===== config.mk =====
export PLATFORM = sky130hd
export DESIGN_NAME = fetch_queue_stage
export DESIGN_NICKNAME = d
export VERILOG_FILES = /design/src/rtl/fetch_queue_stage.sv
export SDC_FILE = /design/constraint.sdc
export NUM_CORES = 1
export LEC_CHECK = 0
export BUFFER_PORTS_ARGS = -buffer_cell sky130_fd_sc_hd__buf_4
export CORE_MARGIN = 1
export CORE_UTILIZATION = 25
export CTS_BUF_LIST = sky130_fd_sc_hd__clkbuf_4 sky130_fd_sc_hd__clkbuf_8
export DETAILED_ROUTE_END_ITERATION = 12
export HOLD_SLACK_MARGIN = 0.02
export SYNTH_ARGS = -nofsm -noshare
export SYNTH_HDL_FRONTEND = slang
export SYNTH_SLANG_ARGS = --single-unit

===== constraint.sdc =====
create_clock -name clk -period 6.49 [get_ports clk]
set_clock_uncertainty 0.2 [all_clocks]
set_input_delay 1.298 -clock clk [delete_from_list [all_inputs] [get_ports clk]]
set_output_delay 1.298 -clock clk [all_outputs]
set_load 0.05 [all_outputs]

===== src/rtl/fetch_queue_stage.sv =====
// Fetch stage with a DEPTH-entry prefetch queue. Issues sequential word
// addresses on a valid/ready request channel, collects in-order responses
// into the queue, and presents {instruction, address} pairs downstream.
// A jump flushes the queue, redirects the PC and drops in-flight responses.
module fetch_queue_stage #(
    parameter int                ADDR_W     = 30,
    parameter int                INST_W     = 32,
    parameter int                DEPTH      = 4,
    parameter logic [ADDR_W-1:0] RESET_ADDR = '0
) (
    input  logic              clk,
    input  logic              rst,
    input  logic              clk_en,
    input  logic              jmp,
    input  logic [ADDR_W-1:0] jmp_in,
    output logic              req_valid,
    input  logic              req_ready,
    output logic [ADDR_W-1:0] req_addr,
    input  logic              resp_valid,
    input  logic [INST_W-1:0] resp_data,
    output logic              out_valid,
    input  logic              out_ready,
    output logic [INST_W-1:0] out_inst,
    output logic [ADDR_W-1:0] out_addr
);
    localparam int PW = $clog2(DEPTH);
    localparam int CW = PW + 1;

    logic              r_init;
    logic [ADDR_W-1:0] r_pc;
    logic [ADDR_W-1:0] r_resp_pc;
    logic [CW-1:0]     r_count;
    logic [CW-1:0]     r_outst;
    logic [CW-1:0]     r_discard;
    logic [PW-1:0]     r_wptr;
    logic [PW-1:0]     r_rptr;
    logic [INST_W-1:0] r_q_inst [DEPTH];
    logic [ADDR_W-1:0] r_q_addr [DEPTH];

    logic              w_jump;
    logic              w_req_fire;
    logic              w_out_fire;
    logic              w_resp_take;
    logic              w_push;
    logic              w_pop;
    logic [CW:0]       w_credit;

    // Credit uses registered counters only, so outstanding+count never exceeds DEPTH.
    assign w_credit    = {1'b0, r_outst} + {1'b0, r_count};
    assign req_valid   = clk_en & r_init & ~rst & ~jmp & (w_credit < (CW+1)'(DEPTH));
    assign req_addr    = r_pc;
    assign out_valid   = clk_en & (r_count != '0);
    assign out_inst    = r_q_inst[r_rptr];
    assign out_addr    = r_q_addr[r_rptr];

    assign w_jump      = jmp & clk_en & ~rst;
    assign w_req_fire  = req_valid & req_ready;
    assign w_out_fire  = out_valid & out_ready;
    assign w_resp_take = resp_valid & clk_en;
    // A response is kept only on the normal path and when nothing is pending discard.
    assign w_push      = w_resp_take & ~rst & ~w_jump & (r_discard == '0);
    // A pop coinciding with a jump or reset is swallowed by the flush.
    assign w_pop       = w_out_fire & ~rst & ~w_jump;

    // Queue storage: write the pushed response at the tail.
    always_ff @(posedge clk) begin
        if (w_push) begin
            r_q_inst[r_wptr] <= resp_data;
            r_q_addr[r_wptr] <= r_resp_pc;
        end
    end

    // Control state: PC, response PC, queue pointers and credit/discard counters.
    always_ff @(posedge clk) begin
        if (clk_en) begin
            if (rst) begin
                r_init    <= 1'b0;
                r_pc      <= RESET_ADDR;
                r_resp_pc <= RESET_ADDR;
                r_count   <= '0;
                r_outst   <= '0;
                r_discard <= '0;
                r_wptr    <= '0;
                r_rptr    <= '0;
            end else begin
                r_init <= 1'b1;
                if (jmp) begin
                    // Every unanswered request becomes a response to drop.
                    r_pc      <= jmp_in;
                    r_resp_pc <= jmp_in;
                    r_count   <= '0;
                    r_wptr    <= '0;
                    r_rptr    <= '0;
                    r_outst   <= r_outst - CW'(w_resp_take);
                    r_discard <= r_outst - CW'(w_resp_take);
                end else begin
                    if (w_req_fire)
                        r_pc <= r_pc + ADDR_W'(1);
                    r_outst <= r_outst + CW'(w_req_fire) - CW'(w_resp_take);
                    if (w_resp_take) begin
                        if (r_discard != '0)
                            r_discard <= r_discard - CW'(1);
                        else
                            r_resp_pc <= r_resp_pc + ADDR_W'(1);
                    end
                    if (w_push)
                        r_wptr <= r_wptr + PW'(1);
                    if (w_pop)
                        r_rptr <= r_rptr + PW'(1);
                    r_count <= r_count + CW'(w_push) - CW'(w_pop);
                end
            end
        end
    end
endmodule


==> impl_metrics.tcl, run 1 <==
set metrics [dict create \
    wl_met1_um 15000 \
    insertedDiodeCount 0 \
    post_route_cells_drive_above_1_share_pct 31.9 \
    synthCells 818 \
    ios 163 \
    vias_per_cell 4.53 \
    worstHoldStart "r_rptr[1]$_SDFFCE_PN0N_" \
    layout-area-overhead-vs-synth_pct 22.3 \
    grt_first_pass_wirelength_um 49900 \
    synth_top_cells_by_area "edfxtp_1, mux4_2, ha_1" \
    relSlewSlack_pct 30.1 \
    synth-edff-count 322 \
    nets 1090 \
    whs_ps 363 \
    first_pass_iters 5 \
    finalNonFillerCells 1787 \
    vias 8096 \
    dr_wl_met2_um 15200 \
    die_h_um 238 \
    ant_nets 0 \
    worst_r2r_startpoint "r_count[2]$_SDFFCE_PN0P_" \
    ir_worst_vdd_mv 0.120 \
    io_buffers 162 \
    finish.utilization_pct 30.9 \
    hold_violations 0 \
    yosysTopAreaCellShare_pct 69.5 \
    cts_tree "yes" \
    critPathMaxFanout 46 \
    synth_ff_type "edfxtp_1" \
    insertion_delay_ps 610 \
    min_period_ps 4410 \
    dp_hpwl_um 21000 \
    numCtsBuffers 54 \
    worst_slew_pin_slew_ps 1050 \
    ys_seq_elements 324 \
    power_mw 4.83 \
    slowest_stage "dfxtp_4" \
    grt-ovfl-total 0 \
    rsz0062_at_grt "no" \
    htree_levels 2 \
    cpMostUsedCell "buf_4" \
    place_ws_ps 2260 \
    cp-start-kind "flop" \
    row_count 86 \
    cts_hold_buf 0 \
    initialDrtViolationCount 467 \
    cp_data_arrival_time_ps 2920 \
    drc 0 \
    syn_area_mm2 0.0139 \
    worstPathCellList "buf_4 > mux4_2 > buf_4" \
    cts.sinks 324 \
    worstSetupPathType "reg -> out" \
    syn_area_per_cell_um2 17.0 \
    cts_buffer_depth 3 \
    post_cts_buffers 0 \
    gp_congestion 0.788 \
    ctsRootBufferMaster "clkbuf_8" \
    critPathTopFamily "flip-flops" \
    fmax_mhz 227 \
    powerDensity_mw_per_mm2 284 \
    wl_um 33100 \
    clk_transition_reported_paths_ps 60 \
    setup_violations 0 \
    grt_usage_pct 11.7 \
    drv_slew 0 \
    status "completed" \
    yosysUniqueCellTypes 54 \
    dp_cells 1695 \
    synth_top_cell_by_area "edfxtp_1" \
    grt_max_degree 63 \
    reg2reg_slack_ps 3320 \
    setup_ws_ps 2080 \
    path_buf_inv 2 \
    finalSetupTns_ps 0 \
    hp-class "reg -> reg" \
    final_area_mm2 0.0170 \
    synth_most_common_cell "edfxtp_1" \
    fin_crit_sh_pct 68.0 \
    leakagePower_nw 5.63 \
    core_mm2 0.0551 \
    die-area_mm2 0.0566 \
    yosysSeqAreaShare_pct 69.8 \
    topRoutingLayerUsed "met4" \
    syn-num-nets 905 \
    routedWlPerCell_um 18.5 \
    synthArstFlopShare_pct 0 \
    cap_viol_max_count 0 \
    grt_pass1_vias 8326 \
    cp.required_ps 4990 \
    antenna_found_initial 0 \
    synthTopCellsByCount "edfxtp_1, mux4_2, nand2_1, o21a_1" \
    cp-end-kind "primary output" \
    yosys_warnings 0 \
    fp.dieW_um 238 \
    cts_resized 0 \
    met3_length_um 2110 \
    slowest_delay_ps 1010 \
    dpl_cell_area_mm2 0.0159 \
    initial_core_util_pct 25.3 \
]
placed cells by master (no fill, tap or decap), types with 3 or more instances in the layout:
master     instances
a211oi_1           4
a21boi_0          20
a21o_1             3
a21oi_1           10
a31oi_1            9
a32oi_1            5
and2_1             9
and2_4             4
and3_1             9
and4_1            16
buf_4            169
bufinv_16          4
clkbuf_4          17
clkbuf_8          55
clkinv_1          10
clkinv_2           4
edfxtp_1         322
ha_1              16
inv_1             21
mux4_2            62
nand2_1           37
nand2b_1           3
nand3_1           21
nand4_1           20
nor2_1            21
nor2b_1            4
nor3_1            15
nor4_1            14
nor4b_1            3
o21a_1            24
o21ai_0           16
o31a_1            21
or3_1              5
or4_1              8
xnor2_1           14
xor2_1            14
power by group:
part	total, mW	switching [mW]	internal, mW
registers	2.46	0.0910	2.37
logic	0.529	0.330	0.199
clock network	1.85	0.807	1.04
total	4.83	1.23	3.60
cells by family (layout without fill, tap and decap cells):
logic type | Yosys count | count (layout) | synth area share (%)
compound gates | 124 | 124 | 6.46
flops | 324 | 324 | 69.8
mux | 64 | 64 | 10.2
buf+inv | 64 | 285 | 2.07
simple gates | 196 | 196 | 8.01
xor+xnor | 28 | 28 | 1.76
fa+ha+maj | 18 | 18 | 1.73
final timing paths:
path | to | cells after the start
worst max-delay path | out_addr[23] | 3
worst min-delay path | flop | 1
worst max register to register | r_outst[2]$_SDFFCE_PP0P_ | 12
worst min register to register | flop | 1
routing by layer:
| layer | vias up | GRT usage [%] |
|---|---|---|
| met2 | 264 | 18.4 |
| met4 | 0 | 3.83 |
| met1 | 4071 | 15.8 |
| met3 | 52 | 2.82 |
| met5 | - | 0 |
| li1 | 3709 | - |
registers in the layout, summed over array words and instances, names as in the netlist, named ones only:
name       count
r_outst        3
r_discard      3
r_resp_pc     30
r_init         1
r_q_inst     128
r_count        3
r_q_addr     120
req_addr      30
r_rptr         2
r_wptr         2
layout make-up:
cell class              count  area, um2
fillers                  5534      38100
flip-flops and latches    324       9710
multi-input cells         430       3930
repair buffers            169       1270
well taps                 748        936
clock buffers              72        885
clock inverters            20        200
inverters                  24       90.1
No activity file was read; power rests on OpenSTA's default activity.
==> run 2, diff against run 1 <==
- clock period: 6.49 -> 3.9 ns (I/O delays scaled with it)
==> impl_metrics.tcl, run 2 (same netlist as run 1, synthesis figures left out) <==
set metrics [dict create \
    relSlewSlack_pct 57.6 \
    cts_buffer_depth 3 \
    initial_core_util_pct 25.3 \
    die-area_mm2 0.0566 \
    largest_reg_flops 128 \
    wl_met1_um 15400 \
    fp.dieW_um 238 \
    reg_top3 "r_q_inst x128, r_q_addr x120" \
    grt_first_pass_wirelength_um 50000 \
    worst_slew_pin_slew_ps 634 \
    reg2reg_slack_ps 730 \
    row_count 86 \
    grt_usage_pct 11.7 \
    cap_viol_max_count 0 \
    final_area_mm2 0.0172 \
    reg2reg_to "r_outst[2]$_SDFFCE_PP0P_" \
    leakagePower_nw 5.73 \
    final_cell_mix "edfxtp_1, buf_4, mux4_2, clkbuf_8, nand2_1" \
    slowest_delay_ps 630 \
    cts.sinks 324 \
    dp_cells 1707 \
    initialDrtViolationCount 506 \
    grt-ovfl-total 0 \
    insertion_delay_ps 620 \
    wl_um 33500 \
    first_pass_iters 7 \
    antenna_found_initial 0 \
    slowest_stage "mux4_2" \
    cts_hold_buf 0 \
    htree_levels 2 \
    power_mw 8.12 \
    worstSetupPathType "reg -> out" \
    post_cts_buffers 0 \
    cp-start-kind "flop" \
    whs_ps 168 \
    topRoutingLayerUsed "met4" \
    ios 163 \
    drv_slew 0 \
    vias 8200 \
    status "completed" \
    critPathCapture "out_addr[13]" \
    fmax_mhz 291 \
    insertedDiodeCount 0 \
    ant_nets 0 \
    final_common_cell "edfxtp_1" \
    die_h_um 238 \
    finalSetupTns_ps 0 \
    dr_wl_met2_um 15400 \
    min_period_ps 3440 \
    met3_length_um 2080 \
    setup_violations 0 \
    cts_tree "yes" \
    hold_violations 0 \
    rsz0062_at_grt "no" \
    critPathMaxFanout 20 \
    post_route_cells_drive_above_1_share_pct 32.7 \
    routedWlPerCell_um 18.5 \
    cts_resized 0 \
    layout-area-overhead-vs-synth_pct 23.9 \
    fin_crit_sh_pct 88.2 \
    nets 1104 \
    cp-end-kind "primary output" \
    top_register "r_q_inst" \
    rr_worst_depth 12 \
    powerDensity_mw_per_mm2 471 \
    grt_max_degree 44 \
    dpl_cell_area_mm2 0.0161 \
    io_buffers 162 \
    ir_worst_vdd_mv 0.198 \
    hp-class "in -> reg" \
    vias_per_cell 4.53 \
    cp.required_ps 2920 \
    worstPathCellList "buf_4 > mux4_2 > buf_4" \
    finalNonFillerCells 1811 \
    worst_r2r_startpoint "r_count[2]$_SDFFCE_PN0P_" \
    cpMostUsedCell "buf_4" \
    hold-path-cell-count 1 \
    drc 0 \
    numCtsBuffers 56 \
    gp_congestion 0.804 \
    ctsRootBufferMaster "clkbuf_8" \
    grt_pass1_vias 8177 \
    cp_data_arrival_time_ps 2460 \
    clk_transition_reported_paths_ps 60 \
    dp_hpwl_um 22400 \
    core_mm2 0.0551 \
]
-- run 2: cell count changes in the layout (fill, tap and decap cells not counted) --
cell	delta
clkinvlp_4	+2
buf_4	+6
clkinv_1	+7
clkbuf_4	-6
clkbuf_8	+1
inv_6	+1
buf_12	+6
clkinv_2	+7
-- run 2: critical path, delay by kind of cell, from the launching register on --
| kind | cells | cell delay [ps] |
|---|---|---|
| mux | 1 | 630 |
| flops | 1 | 620 |
| buf+inv | 2 | 590 |
-- run 2: layout make-up --
cell class	instances	area (um2)
multi-input cells	430	3930
fillers	5490	37900
flip-flops and latches	324	9710
repair buffers	181	1430
inverters	24	90.1
well taps	748	936
clock buffers	67	853
clock inverters	37	285
-- run 2: power by group --
part	switching, mW	internal, mW	total (mW)	leakage [nW]
Clock	1.41	1.73	3.13	0.589
Combinational	0.574	0.341	0.914	2.15
Sequential	0.133	3.94	4.07	2.99
Total	2.11	6.00	8.12	5.73
-- run 2: worst min-delay path by stage --
stage,startpoint,to,slack [ps]
2_1_floorplan,r_resp_pc[4]$_SDFFCE_PP0P_,r_q_addr[0][4]$_DFFE_PP_,280
3_3_place_gp,r_rptr[1]$_SDFFCE_PN0N_,flop,350
3_5_place_dp,r_rptr[1]$_SDFFCE_PN0N_,flop,360
4_1_cts,resp_data[25],r_q_inst[1][25]$_DFFE_PP_,80
5_1_grt,resp_data[1],r_q_inst[1][1]$_DFFE_PP_,110
6_report,resp_data[22],r_q_inst[3][22]$_DFFE_PP_,170
-- run 2: metal layers --
| metal | GRT usage [%] | up-vias |
|---|---|---|
| met2 | 18.3 | 273 |
| met1 | 16.2 | 4125 |
| met5 | 0 | - |
| met3 | 2.58 | 43 |
| met4 | 3.64 | 0 |
| li1 | - | 3759 |
-- run 2: metrics by stage --
| step | setup WS [ps] | util, % |
|---|---|---|
| floorplan | 218 | - |
| global placement | 580 | 29.2 |
| detailed placement | 541 | 29.2 |
| CTS | 343 | 31.3 |
| global route | 307 | 31.3 |
| finish | 460 | 31.3 |
